==> config.mk <==
export PLATFORM = sky130hd
export DESIGN_NAME = snap_tx_capture_ctrl_flat
export DESIGN_NICKNAME = d
export VERILOG_FILES = /design/src/rtl/snap_tx_capture_ctrl_pkg.sv /design/src/rtl/snap_tx_capture_ctrl_if.sv /design/src/rtl/snap_tx_capture_ctrl_edge_det.sv /design/src/rtl/snap_tx_capture_ctrl.sv /design/src/flat_wrapper.sv
export SDC_FILE = /design/constraint.sdc
export NUM_CORES = 1
export LEC_CHECK = 0
export CORE_MARGIN = 2
export CORE_UTILIZATION = 30
export CTS_CLUSTER_DIAMETER = 50
export DETAILED_ROUTE_END_ITERATION = 8
export SETUP_SLACK_MARGIN = 0.2
export SYNTH_ARGS = -nofsm -noshare
export SYNTH_HDL_FRONTEND = slang
export SYNTH_SLANG_ARGS = --single-unit
==> constraint.sdc <==
create_clock -name user_clk -period 2.5 [get_ports user_clk]
set_input_delay 0.375 -clock user_clk [delete_from_list [all_inputs] [get_ports user_clk]]
set_output_delay 0.375 -clock user_clk [all_outputs]
set_load 0.02 [all_outputs]
==> src/rtl/snap_tx_capture_ctrl_pkg.sv <==
// Shared types and bit positions for the TX snapshot capture controller.
// Imported by the controller and its bench.
package snap_ctrl_pkg;

    typedef enum logic [1:0] {
        IDLE,
        ARMED,
        CAPTURE,
        DONE
    } state_t;

    localparam int CTRL_ARM       = 0;
    localparam int CTRL_TRIG_MODE = 1;
    localparam int CTRL_WE_GATE   = 2;

    localparam int ST_DONE = 31;
    localparam int ST_BUSY = 30;
    localparam int ST_WRAP = 29;

endpackage

==> src/rtl/snap_tx_capture_ctrl_if.sv <==
// Tap-side inputs, BRAM write port and status word of the snapshot controller.
// The slave modport is the controller; the master modport is its environment.
interface snap_tx_capture_ctrl_if #(
    parameter int ADDR_W = 11,
    parameter int DATA_W = 64
);
    logic [31:0]       ctrl;
    logic [DATA_W-1:0] din;
    logic              din_valid;
    logic              trig;
    logic              bram_we;
    logic [ADDR_W-1:0] bram_addr;
    logic [DATA_W-1:0] bram_data;
    logic [31:0]       status;

    modport slave (
        input  ctrl,
        input  din,
        input  din_valid,
        input  trig,
        output bram_we,
        output bram_addr,
        output bram_data,
        output status
    );

    modport master (
        output ctrl,
        output din,
        output din_valid,
        output trig,
        input  bram_we,
        input  bram_addr,
        input  bram_data,
        input  status
    );
endinterface

==> src/rtl/snap_tx_capture_ctrl_edge_det.sv <==
// Rising-edge detector: registers the level, flags level & ~previous.
module snap_edge_det (
    input  logic clk,
    input  logic rst_n,
    input  logic level,
    output logic rise
);
    logic level_d;

    always_ff @(posedge clk or negedge rst_n) begin
        if (!rst_n) begin
            level_d <= 1'b0;
        end else begin
            level_d <= level;
        end
    end

    assign rise = level & ~level_d;
endmodule

==> src/rtl/snap_tx_capture_ctrl.sv <==
// TX snapshot capture sequencer: arm, optional trigger, BRAM writes, stop when full.
// Define SNAP_CIRC_EN for pre-trigger circular capture with a wrap flag in status.
module snap_tx_capture_ctrl #(
    parameter int ADDR_W = 11,
    parameter int DATA_W = 64
) (
    input  logic                  user_clk,
    input  logic                  user_rst_n,
    snap_tx_capture_ctrl_if.slave bus
);
    import snap_ctrl_pkg::*;

    localparam logic [ADDR_W:0] FULL = {1'b1, {ADDR_W{1'b0}}};

    state_t          state;
    logic [ADDR_W:0] count;
    logic [ADDR_W:0] cnt_nxt;
    logic            arm_rise;
    logic            trig_mode;
    logic            we_gate;
    logic            qual;
    logic [31:0]     status_nxt;
    logic            unused_ctrl;
`ifdef SNAP_CIRC_EN
    localparam logic [ADDR_W-1:0] HALF = {1'b1, {(ADDR_W-1){1'b0}}};

    logic              circ_run;
    logic              wrapped;
    logic [ADDR_W-1:0] trig_addr;
    logic [ADDR_W-1:0] ptr_nxt;
    logic [ADDR_W-1:0] stop_ptr;
    logic              ptr_last;
`endif

    snap_edge_det u_arm (
        .clk   (user_clk),
        .rst_n (user_rst_n),
        .level (bus.ctrl[CTRL_ARM]),
        .rise  (arm_rise)
    );

    assign trig_mode   = bus.ctrl[CTRL_TRIG_MODE];
    assign we_gate     = bus.ctrl[CTRL_WE_GATE];
    assign qual        = ~we_gate | bus.din_valid;
    assign cnt_nxt     = count + 1'b1;
    assign unused_ctrl = ^bus.ctrl[31:3];
`ifdef SNAP_CIRC_EN
    assign ptr_nxt  = cnt_nxt[ADDR_W-1:0];
    assign stop_ptr = trig_addr + HALF;
    assign ptr_last = &count[ADDR_W-1:0];
`endif

    always_comb begin
        status_nxt = '0;
        status_nxt[ST_DONE] = (state == DONE);
        status_nxt[ST_BUSY] = (state == ARMED) || (state == CAPTURE);
`ifdef SNAP_CIRC_EN
        status_nxt[ST_WRAP] = wrapped;
`endif
        status_nxt[ADDR_W:0] = count;
    end

    always_ff @(posedge user_clk or negedge user_rst_n) begin
        if (!user_rst_n) begin
            state         <= IDLE;
            count         <= '0;
            bus.bram_we   <= 1'b0;
            bus.bram_addr <= '0;
            bus.bram_data <= '0;
            bus.status    <= '0;
`ifdef SNAP_CIRC_EN
            circ_run  <= 1'b0;
            wrapped   <= 1'b0;
            trig_addr <= '0;
`endif
        end else begin
            bus.bram_we <= 1'b0;
            bus.status  <= status_nxt;
            // A new arm edge wins over any write due this cycle.
            if (arm_rise) begin
                count <= '0;
                state <= trig_mode ? ARMED : CAPTURE;
`ifdef SNAP_CIRC_EN
                circ_run <= 1'b0;
                wrapped  <= 1'b0;
`endif
            end else begin
                unique case (state)
                    ARMED: begin
`ifdef SNAP_CIRC_EN
                        if (qual) begin
                            bus.bram_we   <= 1'b1;
                            bus.bram_addr <= count[ADDR_W-1:0];
                            bus.bram_data <= bus.din;
                            count         <= {1'b0, ptr_nxt};
                            if (ptr_last) wrapped <= 1'b1;
                        end
                        if (bus.trig) begin
                            trig_addr <= count[ADDR_W-1:0];
                            circ_run  <= 1'b1;
                            state     <= CAPTURE;
                        end
`else
                        if (bus.trig) begin
                            state <= CAPTURE;
                            if (qual) begin
                                bus.bram_we   <= 1'b1;
                                bus.bram_addr <= count[ADDR_W-1:0];
                                bus.bram_data <= bus.din;
                                count         <= cnt_nxt;
                            end
                        end
`endif
                    end
                    CAPTURE: begin
                        if (qual) begin
                            bus.bram_we   <= 1'b1;
                            bus.bram_addr <= count[ADDR_W-1:0];
                            bus.bram_data <= bus.din;
`ifdef SNAP_CIRC_EN
                            if (circ_run) begin
                                count <= {1'b0, ptr_nxt};
                                if (ptr_last) wrapped <= 1'b1;
                                if (ptr_nxt == stop_ptr) state <= DONE;
                            end else begin
                                count <= cnt_nxt;
                                if (cnt_nxt == FULL) state <= DONE;
                            end
`else
                            count <= cnt_nxt;
                            if (cnt_nxt == FULL) state <= DONE;
`endif
                        end
                    end
                    default: ;
                endcase
            end
        end
    end
endmodule

==> src/flat_wrapper.sv <==
// flat-port wrapper written by rule: the top's interface ports become plain ports
module snap_tx_capture_ctrl_flat import snap_ctrl_pkg::*;
#(
    parameter int ADDR_W = 11,
    parameter int DATA_W = 64
)
  (user_clk, user_rst_n, bus_ctrl, bus_din, bus_din_valid, bus_trig, bus_bram_we, bus_bram_addr, bus_bram_data, bus_status);
  snap_tx_capture_ctrl_if #(.ADDR_W(ADDR_W), .DATA_W(DATA_W)) bus_i ();
  input  logic user_clk;
  input  logic user_rst_n;
  input wire logic [$bits(bus_i.ctrl)-1:0] bus_ctrl;
  input wire logic [$bits(bus_i.din)-1:0] bus_din;
  input wire logic [$bits(bus_i.din_valid)-1:0] bus_din_valid;
  input wire logic [$bits(bus_i.trig)-1:0] bus_trig;
  output wire logic [$bits(bus_i.bram_we)-1:0] bus_bram_we;
  output wire logic [$bits(bus_i.bram_addr)-1:0] bus_bram_addr;
  output wire logic [$bits(bus_i.bram_data)-1:0] bus_bram_data;
  output wire logic [$bits(bus_i.status)-1:0] bus_status;
  assign bus_i.ctrl = bus_ctrl;
  assign bus_i.din = bus_din;
  assign bus_i.din_valid = bus_din_valid;
  assign bus_i.trig = bus_trig;
  assign bus_bram_we = bus_i.bram_we;
  assign bus_bram_addr = bus_i.bram_addr;
  assign bus_bram_data = bus_i.bram_data;
  assign bus_status = bus_i.status;
  snap_tx_capture_ctrl #(.ADDR_W(ADDR_W), .DATA_W(DATA_W)) u_core (.user_clk(user_clk), .user_rst_n(user_rst_n), .bus(bus_i));
endmodule
==> qor.yml, run 1 <==
cts_tree: "built"
areaGrowthSynthToFinish_pct: 46.97
min_period_ns: 2.135
powerDensity_mw_per_mm2: 1223
synthDominantCellAreaShare_pct: 58.37
reg2reg_depth: 8
overflow: 0
clk_latency_ns: 0.34
ys_warn_count: 0
grt_max_degree: 50
slew_headroom_pct: 56.36
synth_area_leader_cell: "dfrtp_1"
post_cts_buffers: 0
path_class: "reg -> reg"
synthArstFlopShare_pct: 100.0
ys_ff_latch: 105
slew_viol_final: 0
port_buffers: 160
clk_pin_slew_ns: 0.07
synthTopCellsByArea: "dfrtp_1 58%, mux2_4 17%, mux2_2 6.3%, buf_4 3.2%, nor2_1 1.8%"
fin_crit_sh_pct: 85.42
drt_iter0_drc: 82
io_pins: 208
setup_violations: 0
p_leak_uw: 0.002923
ys.flop_type: "dfrtp_1"
grt_use_total_pct: 12.68
tns_ns: 0
fin_nets: 583
synth_cells: 310
antenna_cells: 0
clock.fmax_mhz: 468.3
ir_drop_mv: 0.5193
cap_violations: 0
totalWireLength_microns: 9964
drive_above_1_share_pct: 22.36
synth_area_sq_mm: 0.004502
regArea_sq_mm: 0.002628
cts_buffers: 9
start_kind: "register"
firstDrtPassIters: 4
start_util_pct: 30.86
chipHeight_microns: 126.5
cp_max_fo: 21
fin_worst_hold_slack_ns: 0.05442
rsz0062_at_grt: "no"
grt_pass1_vias: 3058
grt_antenna_before_repair: 0
rows: 44
multi_input_area_sq_mm: 0.001693
dp_hpwl_microns: 7310
cts-root-buf: "clkbuf_16"
synth-seq-area-share_pct: 58.37
ant_nets: 0
tightestPinTransition_ns: 0.6546
min_path_type: "in -> async"
required_ns: 2.73
clock-sinks: 105
synth_edf_count: 0
globalplace.congestion: 0.8030
hold_buffers: 0
num-fill-cells: 1291
status: "complete, no violations"
core_area_sq_mm: 0.01459
syn_avg_cell_area_sq_um: 14.52
post_cts_resized: 0
die_w_microns: 126.5
finClkSkew_ns: 0.003285
grt_first_pass_wirelength_microns: 15790
clock_path_buffers: 2
yosysUniqueCellTypes: 37
viasPerCell: 4.324
hold_viol: 0
finalPower_uw: 8095
wire_per_inst_microns: 14.94
cp_data_arrival_time_ns: 2.37
die_area_sq_mm: 0.01600
critPathCaptureType: "register"
route.detailed.drc: 0
num_vias: 2884
htreeDepth: 3
synthesized netlist by cell type (all sizes together) (3+ instances only):
cell type  count
nand4          3
o31ai          3
dfrtp        105
nand2         14
o21ai          5
inv            3
ha             5
buf           29
nor2          23
nor3           3
nand2b         3
a21oi          7
nand3          7
xor2           9
mux2          75
worst max-delay path, cell delays in order (launching register included):
cell	delay, ns
dfrtp_1	0.42
inv_1	0.06
ha_1	0.34
inv_1	0.15
nand3_4	0.13
nor2_4	0.17
buf_12	0.21
buf_12	0.21
mux2_4	0.32
where the power goes:
part           switching, uW  internal, uW
Sequential               371          2330
Clock                    609           906
Combinational           1700          2180
Total                   2680          5420
worst paths after layout:
path | end | slack [ns] | startpoint
worst max-delay path | u_core.bus.bram_data[49] | 0.36 | u_core.state[0]
worst min-delay path | u_core.bus.status[4] | 0.05 | user_rst_n
worst max register to register | u_core.bus.bram_data[49] | 0.36 | u_core.state[0]
worst min register to register | u_core.bus.status[11] | 0.47 | u_core.count[11]
max in group asynchronous | u_core.bus.bram_data[52] | 1.77 | user_rst_n
min in group user_clk | u_core.bus.status[11] | 0.47 | u_core.count[11]
layer usage:
layer	track usage, %	part of all wire, %	up-vias
li1	-	-	1353
met1	15.98	44	1401
met2	20.32	47	115
met3	4.597	6.9	15
met4	4.137	1.7	0
met5	0	0	-
final cells by class:
type	count	share of cell area [%]
flip-flops and latches	105	39.71
repair buffers	170	26.06
clock inverters	6	1.380
inverters	3	0.1702
multi-input cells	189	25.59
clock buffers	10	3.612
well taps	184	3.480
layout by cell type, fill, tap and decap left out, types with 3 or more instances in the layout:
cell type,Yosys,routed
ha_1,5,5
mux2_4,50,50
buf_4,19,7
nand3_1,5,5
clkinvlp_4,0,3
mux2_2,25,25
nor2_1,22,22
a21oi_1,7,7
clkdlybuf4s50_1,0,159
nand2_1,14,14
conb_1,1,18
o31ai_1,3,3
o21ai_0,4,4
inv_1,3,3
xor2_1,9,9
nand2b_1,3,3
buf_12,0,4
clkbuf_16,0,9
dfrtp_1,105,105
registers in the layout, summed over array words and instances, names as in the netlist:
signal	cells
u_core.count	12
u_core.u_arm.level_d	1
u_core.state	2
u_core.bus.bram_we	1
u_core.bus.bram_data	64
u_core.bus.status	14
u_core.bus.bram_addr	11
stage by stage:
stage          util [%]  cell area, sq um  std cells  setup slack, ns
3_3_place_gp      43.09              6286        651           0.2666
2_1_floorplan         -              4566        327           0.6745
5_1_grt           45.35              6616        667           0.2469
6_report          45.35              6616        667           0.3646
3_5_place_dp      43.09              6286        651           0.2353
4_1_cts           45.35              6616        667           0.3439
cell families after synthesis:
| logic type | Yosys count | synth area share (%) |
|---|---|---|
| AND/OR/NAND/NOR | 62 | 7.226 |
| buffers and inverters | 33 | 5.447 |
| flip-flops | 105 | 58.37 |
| other | 1 | 0.08330 |
| multiplexers | 76 | 23.15 |
| XOR/XNOR | 11 | 2.140 |
| AO/OA/AOI/OAI | 17 | 2.196 |
| adder cells (fa/ha/maj) | 5 | 1.390 |
Note: power is estimated with default switching activity, not from simulation.
==> run 2, diff against run 1 <==
--- a/config.mk
+++ b/config.mk
@@ -9,7 +9,9 @@
 export CORE_UTILIZATION = 30
 export CTS_CLUSTER_DIAMETER = 50
 export DETAILED_ROUTE_END_ITERATION = 8
+export PLACE_DENSITY = 0.73
 export SETUP_SLACK_MARGIN = 0.2
+export SLEW_MARGIN = 20
 export SYNTH_ARGS = -nofsm -noshare
 export SYNTH_HDL_FRONTEND = slang
 export SYNTH_SLANG_ARGS = --single-unit
==> qor.yml, run 2 (synthesis gave the netlist of run 1 again) <==
status: "complete, no violations"
slew_viol_final: 0
layout_commonest_cell: "clkdlybuf4s50_1"
post_cts_buffers: 0
critPathCaptureType: "register"
min_path_type: "reg -> reg"
hold_viol: 0
fin_nets: 579
port_buffers: 160
io_pins: 208
clock_path_buffers: 2
finClkSkew_ns: 0.008903
cap_violations: 0
min_period_ns: 2.151
wire_per_inst_microns: 15.28
path_class: "reg -> reg"
post_cts_resized: 0
cp_max_fo: 44
grt_max_degree: 48
drive_above_1_share_pct: 21.50
die_area_sq_mm: 0.01600
drt_iter0_drc: 106
fin_crit_sh_pct: 86.04
chipHeight_microns: 126.5
clk_pin_slew_ns: 0.07
htreeDepth: 3
required_ns: 2.73
layout_common_cells: "159 x clkdlybuf4s50_1, 105 x dfrtp_1, 50 x mux2_4"
rows: 44
globalplace.congestion: 0.7990
powerDensity_mw_per_mm2: 1217
ant_nets: 0
areaGrowthSynthToFinish_pct: 45.64
die_w_microns: 126.5
regMostFlops: "u_core.bus.bram_data"
clock-sinks: 105
worstHoldStart: "u_core.count[11]"
grt_antenna_before_repair: 0
p_sw_share_pct: 34.25
clk_latency_ns: 0.35
cts_buffers: 9
grt_pass1_vias: 3091
num_vias: 2947
cp_data_arrival_time_ns: 2.38
p_sw_uw: 2734
clock.fmax_mhz: 464.9
grt_use_total_pct: 12.87
tns_ns: 0
firstDrtPassIters: 4
timing.rr.start: "u_core.state[0]"
reg2reg_slack_ns: 0.35
core_area_sq_mm: 0.01459
cts_tree: "built"
cts-root-buf: "clkbuf_16"
hold_buffers: 1
r2r-end: "u_core.bus.bram_data[61]"
grt_first_pass_wirelength_microns: 16350
start_kind: "register"
clockPowerShare_pct: 18.3
hold-path-cell-count: 0
route.detailed.drc: 0
start_util_pct: 30.86
ir_drop_mv: 0.4587
seq_power_share_pct: 34.1
overflow: 0
rsz0062_at_grt: "no"
finalPower_uw: 7981
power.internal_uw: 5247
antenna_cells: 0
holdPathEnd: "u_core.bus.status[11]"
largest_registers: "u_core.bus.bram_data (64), u_core.bus.status (14), u_core.count (12)"
dp_hpwl_microns: 7224
setup_violations: 0
totalWireLength_microns: 10130
reg2reg_depth: 7
p_leak_uw: 0.002893
largest_register_ffs: 64
pwr-share-comb_pct: 47.6
viasPerCell: 4.445
## run 2: power by group through the flow
stage / combinational (uW) / clock [uW] / sequential (uW)
finish: 3800 / 1460 / 2720
global route: 4010 / 1600 / 2790
CTS: 3850 / 1530 / 2720
detailed placement: 3830 / 0 / 2750
global placement: 3780 / 0 / 2700
floorplan: 1570 / 0 / 3420
## run 2: stage by stage
| step | hold slack, ns | cells | cell area [sq um] | setup WS (ns) | utilization, % |
|---|---|---|---|---|---|
| after floorplan | 0.07941 | 327 | 4566 | 0.6745 | - |
| after global placement | 0.3566 | 646 | 6236 | 0.3194 | 42.74 |
| after detailed placement | 0.3689 | 646 | 6236 | 0.2786 | 42.74 |
| after CTS | 0.4849 | 663 | 6556 | 0.3640 | 44.94 |
| after global routing | 0.5067 | 663 | 6556 | 0.2544 | 44.94 |
| final | 0.4710 | 663 | 6556 | 0.3489 | 44.94 |
## run 2: layout make-up
class	instances	area [sq um]
well taps	184	230.2
fillers	1282	8033
flip-flops and latches	105	2628
inverters	3	11.26
clock inverters	7	85.08
multi-input cells	189	1693
repair buffers	166	1684
clock buffers	9	225.2
## run 2: worst max-delay path by stage
| stage | end | slack [ns] | depth (start not counted) | startpoint |
|---|---|---|---|---|
| 3_5_place_dp | u_core.bus.bram_data[59] | 0.28 | 6 | bus_trig |
| 4_1_cts | u_core.bus.bram_data[61] | 0.36 | 7 | u_core.state[0] |
| 2_1_floorplan | u_core.bus.bram_data[10] | 0.67 | 8 | u_core.state[0] |
| 5_1_grt | u_core.bus.bram_data[61] | 0.25 | 7 | u_core.state[0] |
| 6_report | u_core.bus.bram_data[61] | 0.35 | 7 | u_core.state[0] |
| 3_3_place_gp | u_core.bus.bram_data[61] | 0.32 | 6 | bus_trig |
## run 2: critical path, cell delays in order, from the launching register on
cell and delay, ns:
dfrtp_1 0.44, inv_1 0.07, ha_1 0.34, inv_1 0.15
nand3_4 0.14, nor2_4 0.17, buf_12 0.30, mux2_2 0.38
## run 2: metal layers
metal / track usage, % / part of all wire [%]
met4: 3.749 / 1.5
met2: 21.14 / 48
met1: 16.15 / 44
met5: 0 / 0
met3: 4.386 / 7.2
